**src/rtl/i2s_pkg.sv**
```systemverilog
// i2s_pkg: shared types and defaults for the I2S receiver.
//   i2s_rx_state_t  receiver alignment FSM states
//   I2S_DW_DEFAULT  default PCM word width per channel
package i2s_pkg;

  typedef enum logic [1:0] {HUNT, WAIT_L, RX_L, RX_R} i2s_rx_state_t;

  localparam int I2S_DW_DEFAULT = 16;

endpackage

```
**src/rtl/i2s_rx_sync.sv**
```systemverilog
// i2s_rx_sync: brings the asynchronous I2S pins into the clk domain.
// Each pin passes through a 2-FF synchronizer; a registered rise detector on
// the synchronized bit clock produces a one-cycle sclk_rise strobe, and the
// word-select and data bits are registered alongside it so all three line up.
// Ports:
//   clk, reset        system clock, synchronous active-high reset
//   sclk, lrclk, sdata asynchronous I2S pins
//   sclk_rise         1-clk strobe per detected bit-clock rise
//   lr_s, sd_s        word select / data sampled for that rise
module i2s_rx_sync
  import i2s_pkg::*;
(
  input  logic clk,
  input  logic reset,
  input  logic sclk,
  input  logic lrclk,
  input  logic sdata,
  output logic sclk_rise,
  output logic lr_s,
  output logic sd_s
);

  // bit order in the synchronizer vectors: {sdata, lrclk, sclk}
  logic [2:0] meta_q, meta_d;
  logic [2:0] sync_q, sync_d;
  logic       sclk_prev_q, sclk_prev_d;
  logic       rise_q, rise_d;
  logic       lr_q, lr_d;
  logic       sd_q, sd_d;

  always_comb begin
    meta_d      = {sdata, lrclk, sclk};
    sync_d      = meta_q;
    sclk_prev_d = sync_q[0];
    rise_d      = sync_q[0] & ~sclk_prev_q;
    lr_d        = sync_q[1];
    sd_d        = sync_q[2];
  end

  always_ff @(posedge clk) begin
    if (reset) begin
      meta_q      <= '0;
      sync_q      <= '0;
      sclk_prev_q <= 1'b0;
      rise_q      <= 1'b0;
      lr_q        <= 1'b0;
      sd_q        <= 1'b0;
    end else begin
      meta_q      <= meta_d;
      sync_q      <= sync_d;
      sclk_prev_q <= sclk_prev_d;
      rise_q      <= rise_d;
      lr_q        <= lr_d;
      sd_q        <= sd_d;
    end
  end

  assign sclk_rise = rise_q;
  assign lr_s      = lr_q;
  assign sd_s      = sd_q;

endmodule

```
**src/rtl/i2s_rx.sv**
```systemverilog
// i2s_rx: I2S receiver. Oversamples sclk/lrclk/sdata on clk, aligns to the
// word-select boundaries and delivers one left/right PCM pair per frame.
// Optional feature macro: I2S_RX_LOCK_DET_EN adds an sclk watchdog and a
// half-frame length check, both of which drop the receiver back to HUNT.
// Ports:
//   clk, reset               system clock (>= 4x sclk), synchronous active-high reset
//   sclk, lrclk, sdata       asynchronous I2S inputs (lrclk: 0=left, 1=right)
//   left_chan, right_chan    last complete stereo pair
//   sample_valid             1-clk pulse when the pair updates
//   frame_err                sticky short-word flag, cleared by reset only
//   locked                   receiver aligned to lrclk
//
// state  | meaning
// HUNT   | unaligned, waiting for any lr boundary
// WAIT_L | saw 0->1, waiting for the 1->0 that starts a left word
// RX_L   | receiving left word
// RX_R   | receiving right word; 1->0 boundary publishes the pair
module i2s_rx
  import i2s_pkg::*;
#(
  parameter int AUDIO_DW = I2S_DW_DEFAULT,
  parameter int CNT_W    = 6,
  parameter int TIMEOUT  = 1023
) (
  input  logic                clk,
  input  logic                reset,
  input  logic                sclk,
  input  logic                lrclk,
  input  logic                sdata,
  output logic [AUDIO_DW-1:0] left_chan,
  output logic [AUDIO_DW-1:0] right_chan,
  output logic                sample_valid,
  output logic                frame_err,
  output logic                locked
);

  localparam logic [CNT_W-1:0] CNT_MAX = {CNT_W{1'b1}};

  logic sclk_rise, lr_s, sd_s;

  i2s_rx_sync u_sync (
    .clk      (clk),
    .reset    (reset),
    .sclk     (sclk),
    .lrclk    (lrclk),
    .sdata    (sdata),
    .sclk_rise(sclk_rise),
    .lr_s     (lr_s),
    .sd_s     (sd_s)
  );

  i2s_rx_state_t       state_q, state_d;
  logic                lr_prev_q, lr_prev_d;
  logic [AUDIO_DW-1:0] sreg_q, sreg_d;
  logic [CNT_W-1:0]    bitcnt_q, bitcnt_d;
  logic [AUDIO_DW-1:0] left_hold_q, left_hold_d;
  logic [AUDIO_DW-1:0] left_chan_q, left_chan_d;
  logic [AUDIO_DW-1:0] right_chan_q, right_chan_d;
  logic                valid_q, valid_d;
  logic                err_q, err_d;

  logic                boundary;
  logic                short_word;
  logic [CNT_W-1:0]    n_bits;
  logic [AUDIO_DW-1:0] shifted;
  logic [AUDIO_DW-1:0] word;

`ifdef I2S_RX_LOCK_DET_EN
  localparam int WD_W = $clog2(TIMEOUT + 1);
  localparam logic [WD_W-1:0] TIMEOUT_V = WD_W'(TIMEOUT);

  logic [WD_W-1:0]  wdog_q, wdog_d;
  logic [CNT_W-1:0] prev_len_q, prev_len_d;
  logic             len_valid_q, len_valid_d;
`else
  // TIMEOUT only matters when lock detection is built in
  logic [31:0] unused_timeout;
  assign unused_timeout = 32'(TIMEOUT);
`endif

  always_comb begin
    state_d      = state_q;
    lr_prev_d    = lr_prev_q;
    sreg_d       = sreg_q;
    bitcnt_d     = bitcnt_q;
    left_hold_d  = left_hold_q;
    left_chan_d  = left_chan_q;
    right_chan_d = right_chan_q;
    valid_d      = 1'b0;
    err_d        = err_q;
    boundary     = 1'b0;

    // Bit count of the half-frame if the current edge is counted (saturating).
    n_bits     = (bitcnt_q == CNT_MAX) ? CNT_MAX : bitcnt_q + CNT_W'(1);
    shifted    = (int'(bitcnt_q) < AUDIO_DW) ? {sreg_q[AUDIO_DW-2:0], sd_s} : sreg_q;
    short_word = int'(n_bits) < AUDIO_DW;
    // Short words are left-aligned so the received bits keep their weight.
    word       = short_word ? (shifted << (AUDIO_DW - int'(n_bits))) : shifted;

    if (sclk_rise) begin
      boundary  = (lr_s != lr_prev_q);
      lr_prev_d = lr_s;
      if (boundary) begin
        // The boundary edge carries the LSB of the finishing word.
        sreg_d   = '0;
        bitcnt_d = '0;
        case (state_q)
          HUNT:    state_d = lr_s ? WAIT_L : RX_L;
          WAIT_L:  if (!lr_s) state_d = RX_L;
          RX_L: begin
            left_hold_d = word;
            if (short_word) err_d = 1'b1;
            state_d = RX_R;
          end
          RX_R: begin
            left_chan_d  = left_hold_q;
            right_chan_d = word;
            valid_d      = 1'b1;
            if (short_word) err_d = 1'b1;
            state_d = RX_L;
          end
          default: state_d = HUNT;
        endcase
      end else begin
        sreg_d   = shifted;
        bitcnt_d = n_bits;
      end
    end

`ifdef I2S_RX_LOCK_DET_EN
    wdog_d      = sclk_rise ? '0 : ((wdog_q == TIMEOUT_V) ? wdog_q : wdog_q + WD_W'(1));
    prev_len_d  = prev_len_q;
    len_valid_d = len_valid_q;
    if (boundary) begin
      prev_len_d  = n_bits;
      // Only half-frames received while aligned are a trustworthy reference.
      len_valid_d = (state_q == RX_L) || (state_q == RX_R);
      if (len_valid_q && ((state_q == RX_L) || (state_q == RX_R)) && (n_bits != prev_len_q)) begin
        state_d      = HUNT;
        sreg_d       = '0;
        left_hold_d  = left_hold_q;
        left_chan_d  = left_chan_q;
        right_chan_d = right_chan_q;
        valid_d      = 1'b0;
        len_valid_d  = 1'b0;
      end
    end
    if (wdog_q == TIMEOUT_V) begin
      state_d      = HUNT;
      sreg_d       = '0;
      bitcnt_d     = '0;
      left_hold_d  = left_hold_q;
      left_chan_d  = left_chan_q;
      right_chan_d = right_chan_q;
      valid_d      = 1'b0;
      len_valid_d  = 1'b0;
    end
`endif
  end

  always_ff @(posedge clk) begin
    if (reset) begin
      state_q      <= HUNT;
      lr_prev_q    <= 1'b0;
      sreg_q       <= '0;
      bitcnt_q     <= '0;
      left_hold_q  <= '0;
      left_chan_q  <= '0;
      right_chan_q <= '0;
      valid_q      <= 1'b0;
      err_q        <= 1'b0;
`ifdef I2S_RX_LOCK_DET_EN
      wdog_q       <= '0;
      prev_len_q   <= '0;
      len_valid_q  <= 1'b0;
`endif
    end else begin
      state_q      <= state_d;
      lr_prev_q    <= lr_prev_d;
      sreg_q       <= sreg_d;
      bitcnt_q     <= bitcnt_d;
      left_hold_q  <= left_hold_d;
      left_chan_q  <= left_chan_d;
      right_chan_q <= right_chan_d;
      valid_q      <= valid_d;
      err_q        <= err_d;
`ifdef I2S_RX_LOCK_DET_EN
      wdog_q       <= wdog_d;
      prev_len_q   <= prev_len_d;
      len_valid_q  <= len_valid_d;
`endif
    end
  end

  assign left_chan    = left_chan_q;
  assign right_chan   = right_chan_q;
  assign sample_valid = valid_q;
  assign frame_err    = err_q;
  assign locked       = (state_q == RX_L) || (state_q == RX_R);

endmodule

```
**config.mk**
```make
export PLATFORM = sky130hd
export DESIGN_NAME = i2s_rx
export DESIGN_NICKNAME = d
export VERILOG_FILES = /design/src/rtl/i2s_pkg.sv /design/src/rtl/i2s_rx_sync.sv /design/src/rtl/i2s_rx.sv
export SDC_FILE = /design/constraint.sdc
export NUM_CORES = 1
export LEC_CHECK = 0
export CORE_MARGIN = 4
export CORE_UTILIZATION = 45
export DETAILED_ROUTE_END_ITERATION = 8
export PLACE_DENSITY = 0.75
export SYNTH_ARGS = -nofsm -noshare
export SYNTH_HDL_FRONTEND = slang
export SYNTH_SLANG_ARGS = --single-unit
```
**constraint.sdc**
```tcl
create_clock -name clk -period 4.6 [get_ports clk]
set_input_delay 0.69 -clock clk [delete_from_list [all_inputs] [get_ports clk]]
set_output_delay 0.69 -clock clk [all_outputs]
set_load 0.01 [all_outputs]
```
==> summary.txt, run 1 <==
Timing
  – F_max: 253 MHz
  – Share of the clock period used by the worst path: 85.8%
  – Worst rel slew slack: 35.9%
  – Number of setup violations in the final report: 0
  – Setup tns final: 0 ps
  – Unrepaired setup endpoints after global routing: no
  – Number of failing hold endpoints at the final stage: 0
  – Setup slack of the critical path after layout: 653 ps
  – Transition time at the pin with the least slew margin: 962 ps
  – Final worst clock skew: 15.0 ps
  – Max-slew violation total from the final report: 0
  – Final critical delay including setup and external delays: 3950 ps

Power and ir drop
  – Power spent charging and discharging nets: 0.328 mW
  – Part of the power in registers: 55.1%
  – Int Power: 1.02 mW
  – Power per cell area: 262 nW/um^2
  – Leakage power of the design: 1.65 nW
  – Overall power: 1.35 mW
  – Worst ir drop on vdd: 0.167 mV
  – Clock share of power: 39.1%
  – Gate power share: 5.9%
  – Net switching fraction of the power: 24.3%

Drt
  – DRC errors left: 0
  – Mean number of vias per cell: 5.90
  – Total number of vias: 4156
  – DR WL/cell: 17.3 um
  – ANT nets after route: 0
  – Detailed router's first-iteration violation count: 331
  – Wirelength, routed: 12.2 mm
  – Length of the first detailed-routing pass in iterations: 5

Global route
  – Global-route wire length before repair: 19.6 mm
  – Maximum number of pins on one net before global-route repair: 57
  – GRT Residual Overflow: 0
  – Total track usage: 20.9%
  – Vias in the first global route: 3685
  – Number of antenna violations at the first check in global routing: 0

Floorplanning
  – Die outline area: 11800 um^2
  – Initial core utilization: 46.5%
  – Number of top-level pins: 40
  – # rows: 36
  – Core area: 9820 um^2
  – Height of the die: 109 um
  – Horizontal extent of the die: 109 um

Placed design
  – HPWL reported at the end of detailed placement: 8.68 mm
  – Port Buffers: 39
  – Place WS: 661 ps
  – Final estimated routing congestion in global placement: 1.04

Clock network
  – Number of hold-repair buffers added at the cts stage: 0
  – Level count of the clock H-tree: 3
  – Maximum root-to-sink buffer count: 2
  – Clock transition at the registers of the reported paths: 90 ps
  – Total clock buffers created by CTS: 9
  – Buffers inserted by post-CTS timing repair: 0
  – Cells resized by post-CTS repair: 0
  – CTS sink cnt: 85
  – Clk Latency, worst-skew pair: 350 ps
  – Clock tree from TritonCTS: yes
  – Clk root buf: sky130_fd_sc_hd__clkbuf_8

Logic synthesis
  – Top FF cell, synth: sky130_fd_sc_hd__dfxtp_1
  – Share of synthesized area spent on multiplexers: 4.46%
  – Number of distinct library cell variants in the gate-level netlist after synthesis: 77
  – Proportion of synthesized chip area in sequential cells: 37.2%
  – Cell area after synthesis: 4570 um^2
  – Post-Synth XOR/XNOR Area: 0.931%
  – Synth Warn #: 0
  – Seq cells post-synth: 85
  – Number of enable-type register cells in the synthesized netlist: 0
  – Dominant combinational cell family by area after synthesis: compound AO/OA/AOI/OAI gates
  – Mean post-synth cell area: 8.21 um^2
  – Post-synthesis simple-gate area fraction: 23.7%
  – Asr flop ratio synth: 0%
  – Post-synthesis adder-cell area fraction: 0.547%
  – Compound-gate portion of the synthesized area: 27.2%
  – Net count after synthesis: 564
  – Count of mapped cells out of synthesis: 557

Worst hold path
  – Launch point of the worst hold path: u_sync.sclk_prev_q$_SDFF_PP0_
  – Min-delay worst type: flop to flop

Worst setup path
  – Origin of the critical flop-to-flop path: bitcnt_q[0]$_SDFFE_PP0P_
  – Data arrival at the endpoint of the critical path: 4220 ps
  – Cell type group with the largest total delay on the critical path: compound AO/OA/AOI/OAI gates
  – WP data required: 4870 ps
  – Worst setup path startpoint: bitcnt_q[0]$_SDFFE_PP0P_
  – Critical path's most frequent cell: sky130_fd_sc_hd__ha_1
  – Cell breakdown of the critical path: ha_1, nand4_2, o21ai_0, inv_1, ha_1, xnor2_2, buf_4, mux2i_1, o21a_1, o221a_2, a211oi_2
  – WP buf/inv: 2
  – CP Capture Type: flop
  – Kind of start point of the critical path: flop
  – Crit-path slowest cell: sky130_fd_sc_hd__dfxtp_1
  – Crit Path Category: flop to flop
  – Largest stage delay on the critical path: 650 ps
  – Critical Path Fanout Max: 18

Cells and area
  – Commonest cells after routing, fill and taps aside: sky130_fd_sc_hd__dfxtp_1 (85), sky130_fd_sc_hd__nor2_1 (78), sky130_fd_sc_hd__nand2_1 (73)
  – NumNets Final: 574
  – Layout-stage area growth over the synthesis result: 12.8%
  – Final design utilization: 52.5%
  – Count of inserted antenna diode cells: 0
  – Most common library cell in the layout ignoring fill and taps: sky130_fd_sc_hd__dfxtp_1
  – Share of cells above drive strength 1: 10.1%

Run status
  – Result of the run: completed

Job
  – Count of max-cap constraint violations: 0
-- cells in the mapped netlist (8+ instances only) --
cell type	number	area [um^2]
sky130_fd_sc_hd__mux2i_1	17	170
sky130_fd_sc_hd__nor3_1	20	100
sky130_fd_sc_hd__o221a_2	8	90.1
sky130_fd_sc_hd__nand2b_1	11	68.8
sky130_fd_sc_hd__a22oi_1	16	120
sky130_fd_sc_hd__nand2_1	73	274
sky130_fd_sc_hd__a21oi_1	38	190
sky130_fd_sc_hd__a211oi_1	21	158
sky130_fd_sc_hd__dfxtp_1	85	1700
sky130_fd_sc_hd__clkbuf_1	34	128
sky130_fd_sc_hd__nor2_1	78	293
sky130_fd_sc_hd__nor2b_1	16	100
-- sequential cells by signal, indices dropped and copies added (netlist names) --
register            flops
sample_valid            1
u_sync.lr_s             1
u_sync.sd_s             1
u_sync.sclk_rise        1
u_sync.sclk_prev_q      1
frame_err               1
right_chan             16
u_sync.meta_q           3
left_hold_q            16
sreg_q                 16
left_chan              16
u_sync.sync_q           3
lr_prev_q               1
bitcnt_q                6
state_q                 2
-- metrics by stage --
stage                     hold WS (ps)  instances  cell area, um^2
final                              391        705             5150
after global routing               403        705             5150
after CTS                          389        705             5150
after detailed placement           372        689             4960
after global placement             373        689             4960
after floorplan                    367        557             4570
-- routing by layer --
metal | global-route usage [%] | wire (um) | part of all wire (%)
met5 | 0 | 0 | 0
met4 | 7.03 | 338 | 2.8
met3 | 3.67 | 806 | 6.6
met2 | 32.3 | 5620 | 46
met1 | 29.5 | 5460 | 45
-- cell families (layout without fill, tap and decap cells) --
group           Yosys count  count (layout)
compound gates          160             160
mux                      19              19
xor+xnor                  4               4
simple gates            231             231
buf+inv                  56              71
flops                    85              85
fa+ha+maj                 2               2
-- worst register-to-register path, delay by kind of cell (launching register included) --
family / cells / cell delay, ps
AOI/OAI and AO/OA: 4 / 1200
xor gates and xnor gates: 1 / 600
adders and majority gates: 2 / 820
buffers and inverters: 2 / 350
DFF: 1 / 650
muxes: 1 / 90
and+or+nand+nor: 1 / 190
-- final timing paths --
path,slack (ps),cells past startpoint,to
setup / recovery,650,11,right_chan[13]$_SDFFE_PP0P_
hold / removal,390,1,u_sync.sclk_rise$_SDFF_PP0_
setup reg to reg,650,11,right_chan[13]$_SDFFE_PP0P_
hold reg to reg,390,1,u_sync.sclk_rise$_SDFF_PP0_
-- power by group through the flow --
stage	combinational (mW)	clock (mW)	sequential [mW]
after global placement	0.0775	0	0.761
after detailed placement	0.0780	0	0.762
final	0.0791	0.528	0.744
after floorplan	0.0614	0	0.759
after CTS	0.0784	0.534	0.744
after global routing	0.0866	0.570	0.745
-- layout make-up --
type	count	area, um^2
clock buffer	10	128
clock inverter	6	70.1
fill	961	4670
inverter	7	26.3
multi-input combinational	416	2610
sequential	85	1700
tap	133	166
timing repair buffer	48	453
(Power assumes the default switching activity.)
==> inputs of run 2 (changes only) <==
SKIP_CTS_REPAIR_TIMING = 1   (was default)
SYNTH_HIERARCHICAL = 1   (was default)
==> run 2 against run 1 <==
Against the previous run: register-to-register slack improved by 320 ps; worst setup slack improved by 320 ps; non-clock buffer count rose by 1; highest routed layer unchanged; sequential cell count did not move; critical path depth did not move.
==> summary.txt, run 2 <==
Logic synthesis
  – Proportion of synthesized chip area in sequential cells: 38.6% (was 37.2%)
  – Top FF cell, synth: sky130_fd_sc_hd__dfxtp_1 (unchanged)
  – Mean post-synth cell area: 8.31 um^2 (was 8.21 um^2)
  – Library cell with the largest summed area after synthesis: sky130_fd_sc_hd__dfxtp_1 (unchanged)
  – Synth Warn #: 6 (was 0)
  – Seq cells post-synth: 85 (unchanged)
  – Ranking of synthesized cells by instance count: sky130_fd_sc_hd__dfxtp_1 (85), sky130_fd_sc_hd__nor2_1 (81), sky130_fd_sc_hd__nand2_1 (45) (was sky130_fd_sc_hd__dfxtp_1 (85), sky130_fd_sc_hd__nor2_1 (78), sky130_fd_sc_hd__nand2_1 (73))
  – Count of mapped cells out of synthesis: 530 (was 557)
  – Number of enable-type register cells in the synthesized netlist: 0 (unchanged)
  – Post-synth top area share: 38.6% (was 37.2%)
  – Most used standard cell by instance count after synthesis: sky130_fd_sc_hd__dfxtp_1 (unchanged)
  – Ranking of synthesized cells by area: sky130_fd_sc_hd__dfxtp_1 (39%), sky130_fd_sc_hd__nor2_1 (6.9%), sky130_fd_sc_hd__a22oi_1 (4.3%), sky130_fd_sc_hd__a21oi_1 (4.1%), sky130_fd_sc_hd__nand2_1 (3.8%) (was sky130_fd_sc_hd__dfxtp_1 (37%), sky130_fd_sc_hd__nor2_1 (6.4%), sky130_fd_sc_hd__nand2_1 (6.0%), sky130_fd_sc_hd__a21oi_1 (4.2%), sky130_fd_sc_hd__mux2i_1 (3.7%))
  – Asr flop ratio synth: 0% (unchanged)
  – Net count after synthesis: 537 (was 564)
  – Number of distinct library cell variants in the gate-level netlist after synthesis: 65 (was 77)
  – Cell area after synthesis: 4400 um^2 (was 4570 um^2)

Global route
  – Number of antenna violations at the first check in global routing: 0 (unchanged)
  – Global-route wire length before repair: 20.5 mm (was 19.6 mm)
  – Maximum number of pins on one net before global-route repair: 62 (was 57)
  – Vias in the first global route: 4015 (was 3685)
  – GRT Residual Overflow: 0 (unchanged)
  – Total track usage: 22.2% (was 20.9%)

Floorplanning
  – Horizontal extent of the die: 107 um (was 109 um)
  – Height of the die: 107 um (was 109 um)
  – Number of top-level pins: 40 (unchanged)
  – # rows: 35 (was 36)
  – Die outline area: 11400 um^2 (was 11800 um^2)
  – Core area: 9370 um^2 (was 9820 um^2)
  – Initial core utilization: 47.0% (was 46.5%)

Timing
  – Share of the clock period used by the worst path: 78.7% (was 85.8%)
  – Unrepaired setup endpoints after global routing: no (unchanged)
  – Final worst clock skew: 12.0 ps (was 15.0 ps)
  – Final critical delay including setup and external delays: 3620 ps (was 3950 ps)
  – Transition time at the pin with the least slew margin: 1080 ps (was 962 ps)
  – Setup slack of the critical path after layout: 978 ps (was 653 ps)
  – Worst rel slew slack: 28.0% (was 35.9%)
  – Setup tns final: 0 ps (unchanged)
  – Max-slew violation total from the final report: 0 (unchanged)
  – F_max: 276 MHz (was 253 MHz)
  – Tightest hold margin: 421 ps (was 391 ps)
  – Number of failing hold endpoints at the final stage: 0 (unchanged)
  – Number of setup violations in the final report: 0 (unchanged)

Cells and area
  – Share of cells above drive strength 1: 11.2% (was 10.1%)
  – Most common library cell in the layout ignoring fill and taps: sky130_fd_sc_hd__dfxtp_1 (unchanged)
  – Count of inserted antenna diode cells: 0 (unchanged)
  – Layout-stage area growth over the synthesis result: 14.8% (was 12.8%)
  – Number of filler instances in the final layout: 952 (was 961)
  – Fin area: 5060 um^2 (was 5150 um^2)
  – Commonest cells after routing, fill and taps aside: sky130_fd_sc_hd__dfxtp_1 (85), sky130_fd_sc_hd__nor2_1 (81), sky130_fd_sc_hd__nand2_1 (45) (was sky130_fd_sc_hd__dfxtp_1 (85), sky130_fd_sc_hd__nor2_1 (78), sky130_fd_sc_hd__nand2_1 (73))
  – NumNets Final: 548 (was 574)

Power and ir drop
  – Worst ir drop on vdd: 0.170 mV (was 0.167 mV)
  – Part of the power in registers: 51.9% (was 55.1%)
  – Gate power share: 5.1% (was 5.9%)
  – Power per cell area: 284 nW/um^2 (was 262 nW/um^2)
  – Leakage power of the design: 1.65 nW (about the same)
  – Power spent charging and discharging nets: 0.354 mW (was 0.328 mW)
  – Net switching fraction of the power: 24.7% (was 24.3%)
  – Int Power: 1.08 mW (was 1.02 mW)
  – Clock share of power: 43.0% (was 39.1%)

Worst setup path
  – Crit Path Category: flop to flop (unchanged)
  – Crit-path slowest cell: sky130_fd_sc_hd__dfxtp_1 (unchanged)
  – Kind of start point of the critical path: flop (unchanged)
  – Cell breakdown of the critical path: ha_1, nand4_1, o21ai_1, buf_4, inv_1, ha_1, inv_1, o21ai_0, o32ai_1, o211ai_1, a311oi_1 (was ha_1, nand4_2, o21ai_0, inv_1, ha_1, xnor2_2, buf_4, mux2i_1, o21a_1, o221a_2, a211oi_2)
  – Critical Path Fanout Max: 15 (was 18)
  – Cell type group with the largest total delay on the critical path: compound AO/OA/AOI/OAI gates (unchanged)
  – CP Capture Type: flop (unchanged)
  – Largest stage delay on the critical path: 620 ps (was 650 ps)
  – WP data required: 4860 ps (was 4870 ps)
  – WP buf/inv: 3 (was 2)
  – Data arrival at the endpoint of the critical path: 3880 ps (was 4220 ps)

Drt
  – Detailed router's first-iteration violation count: 313 (was 331)
  – Total number of vias: 4130 (was 4156)
  – Length of the first detailed-routing pass in iterations: 5 (unchanged)
  – DR WL/cell: 18.3 um (was 17.3 um)
  – Mean number of vias per cell: 6.12 (was 5.90)
  – Wirelength, routed: 12.4 mm (was 12.2 mm)
  – DRC errors left: 0 (unchanged)
  – ANT nets after route: 0 (unchanged)

Clock network
  – Maximum root-to-sink buffer count: 2 (unchanged)
  – Clock transition at the registers of the reported paths: 100 ps (was 90 ps)
  – Level count of the clock H-tree: 3 (unchanged)
  – CTS sink cnt: 85 (unchanged)
  – Clk root buf: sky130_fd_sc_hd__clkbuf_8 (unchanged)
  – Clock tree from TritonCTS: yes (unchanged)
  – Total clock buffers created by CTS: 9 (unchanged)
  – Clk Latency, worst-skew pair: 360 ps (was 350 ps)

Run status
  – Result of the run: completed (unchanged)

Placed design
  – Cell area after placement: 4820 um^2 (was 4960 um^2)
  – Final estimated routing congestion in global placement: 0.957 (was 1.04)
  – Port Buffers: 39 (unchanged)
  – HPWL reported at the end of detailed placement: 8.85 mm (was 8.68 mm)
  – Place WS: 1120 ps (was 661 ps)

Job
  – Count of max-cap constraint violations: 0 (unchanged)

Worst hold path
  – Min-delay worst type: flop to flop (unchanged)
[run 2: layout make-up]
class	instances	area, um^2	area share (%)
clock buffers	9	124	2.45
clock inverters	7	110	2.18
inverters	8	30.0	0.594
multi-input cells	388	2470	48.8
flip-flops and latches	85	1700	33.6
well taps	129	161	3.19
repair buffers	49	460	9.10
[run 2: path summary, 6_finish.rpt]
kind                                       from                           to  slack (ps)  cells after the start
hold / removal    u_sync/sclk_prev_q$_SDFF_PP0_  u_sync/sclk_rise$_SDFF_PP0_         420                      1
setup reg to reg       bitcnt_q[0]$_SDFFE_PP0P_   right_chan[4]$_SDFFE_PP0P_         980                     11
hold reg to reg   u_sync/sclk_prev_q$_SDFF_PP0_  u_sync/sclk_rise$_SDFF_PP0_         420                      1
setup / recovery       bitcnt_q[0]$_SDFFE_PP0P_   right_chan[4]$_SDFFE_PP0P_         980                     11
[run 2: cell families after synthesis]
kind of cell	share of synthesized area [%]
simple gates	19.0
flops	38.6
fa+ha+maj	0.568
xor+xnor	1.16
mux	5.82
buf+inv	5.40
compound gates	29.4
[run 2: stage by stage]
step	utilization, %	instances	power [mW]
2_1_floorplan	-	530	0.814
3_3_place_gp	51.5	659	0.832
5_1_grt	54.0	675	1.48
3_5_place_dp	51.5	659	0.833
6_report	54.0	675	1.43
4_1_cts	54.0	675	1.44
[run 2: routing by layer]
metal | vias up | share of wire [%] | track usage (%)
met3 | 32 | 4.9 | 3.37
met4 | 0 | 3.3 | 8.40
met5 | - | 0 | 0
met2 | 132 | 47 | 36.7
met1 | 1978 | 45 | 29.2
li1 | 1988 | - | -
[run 2: power by group through the flow]
stage	Clock, mW	Combinational (mW)	Sequential [mW]
2_1_floorplan	0	0.0553	0.759
3_3_place_gp	0	0.0709	0.761
3_5_place_dp	0	0.0717	0.762
4_1_cts	0.626	0.0719	0.745
5_1_grt	0.658	0.0800	0.746
6_report	0.617	0.0730	0.745
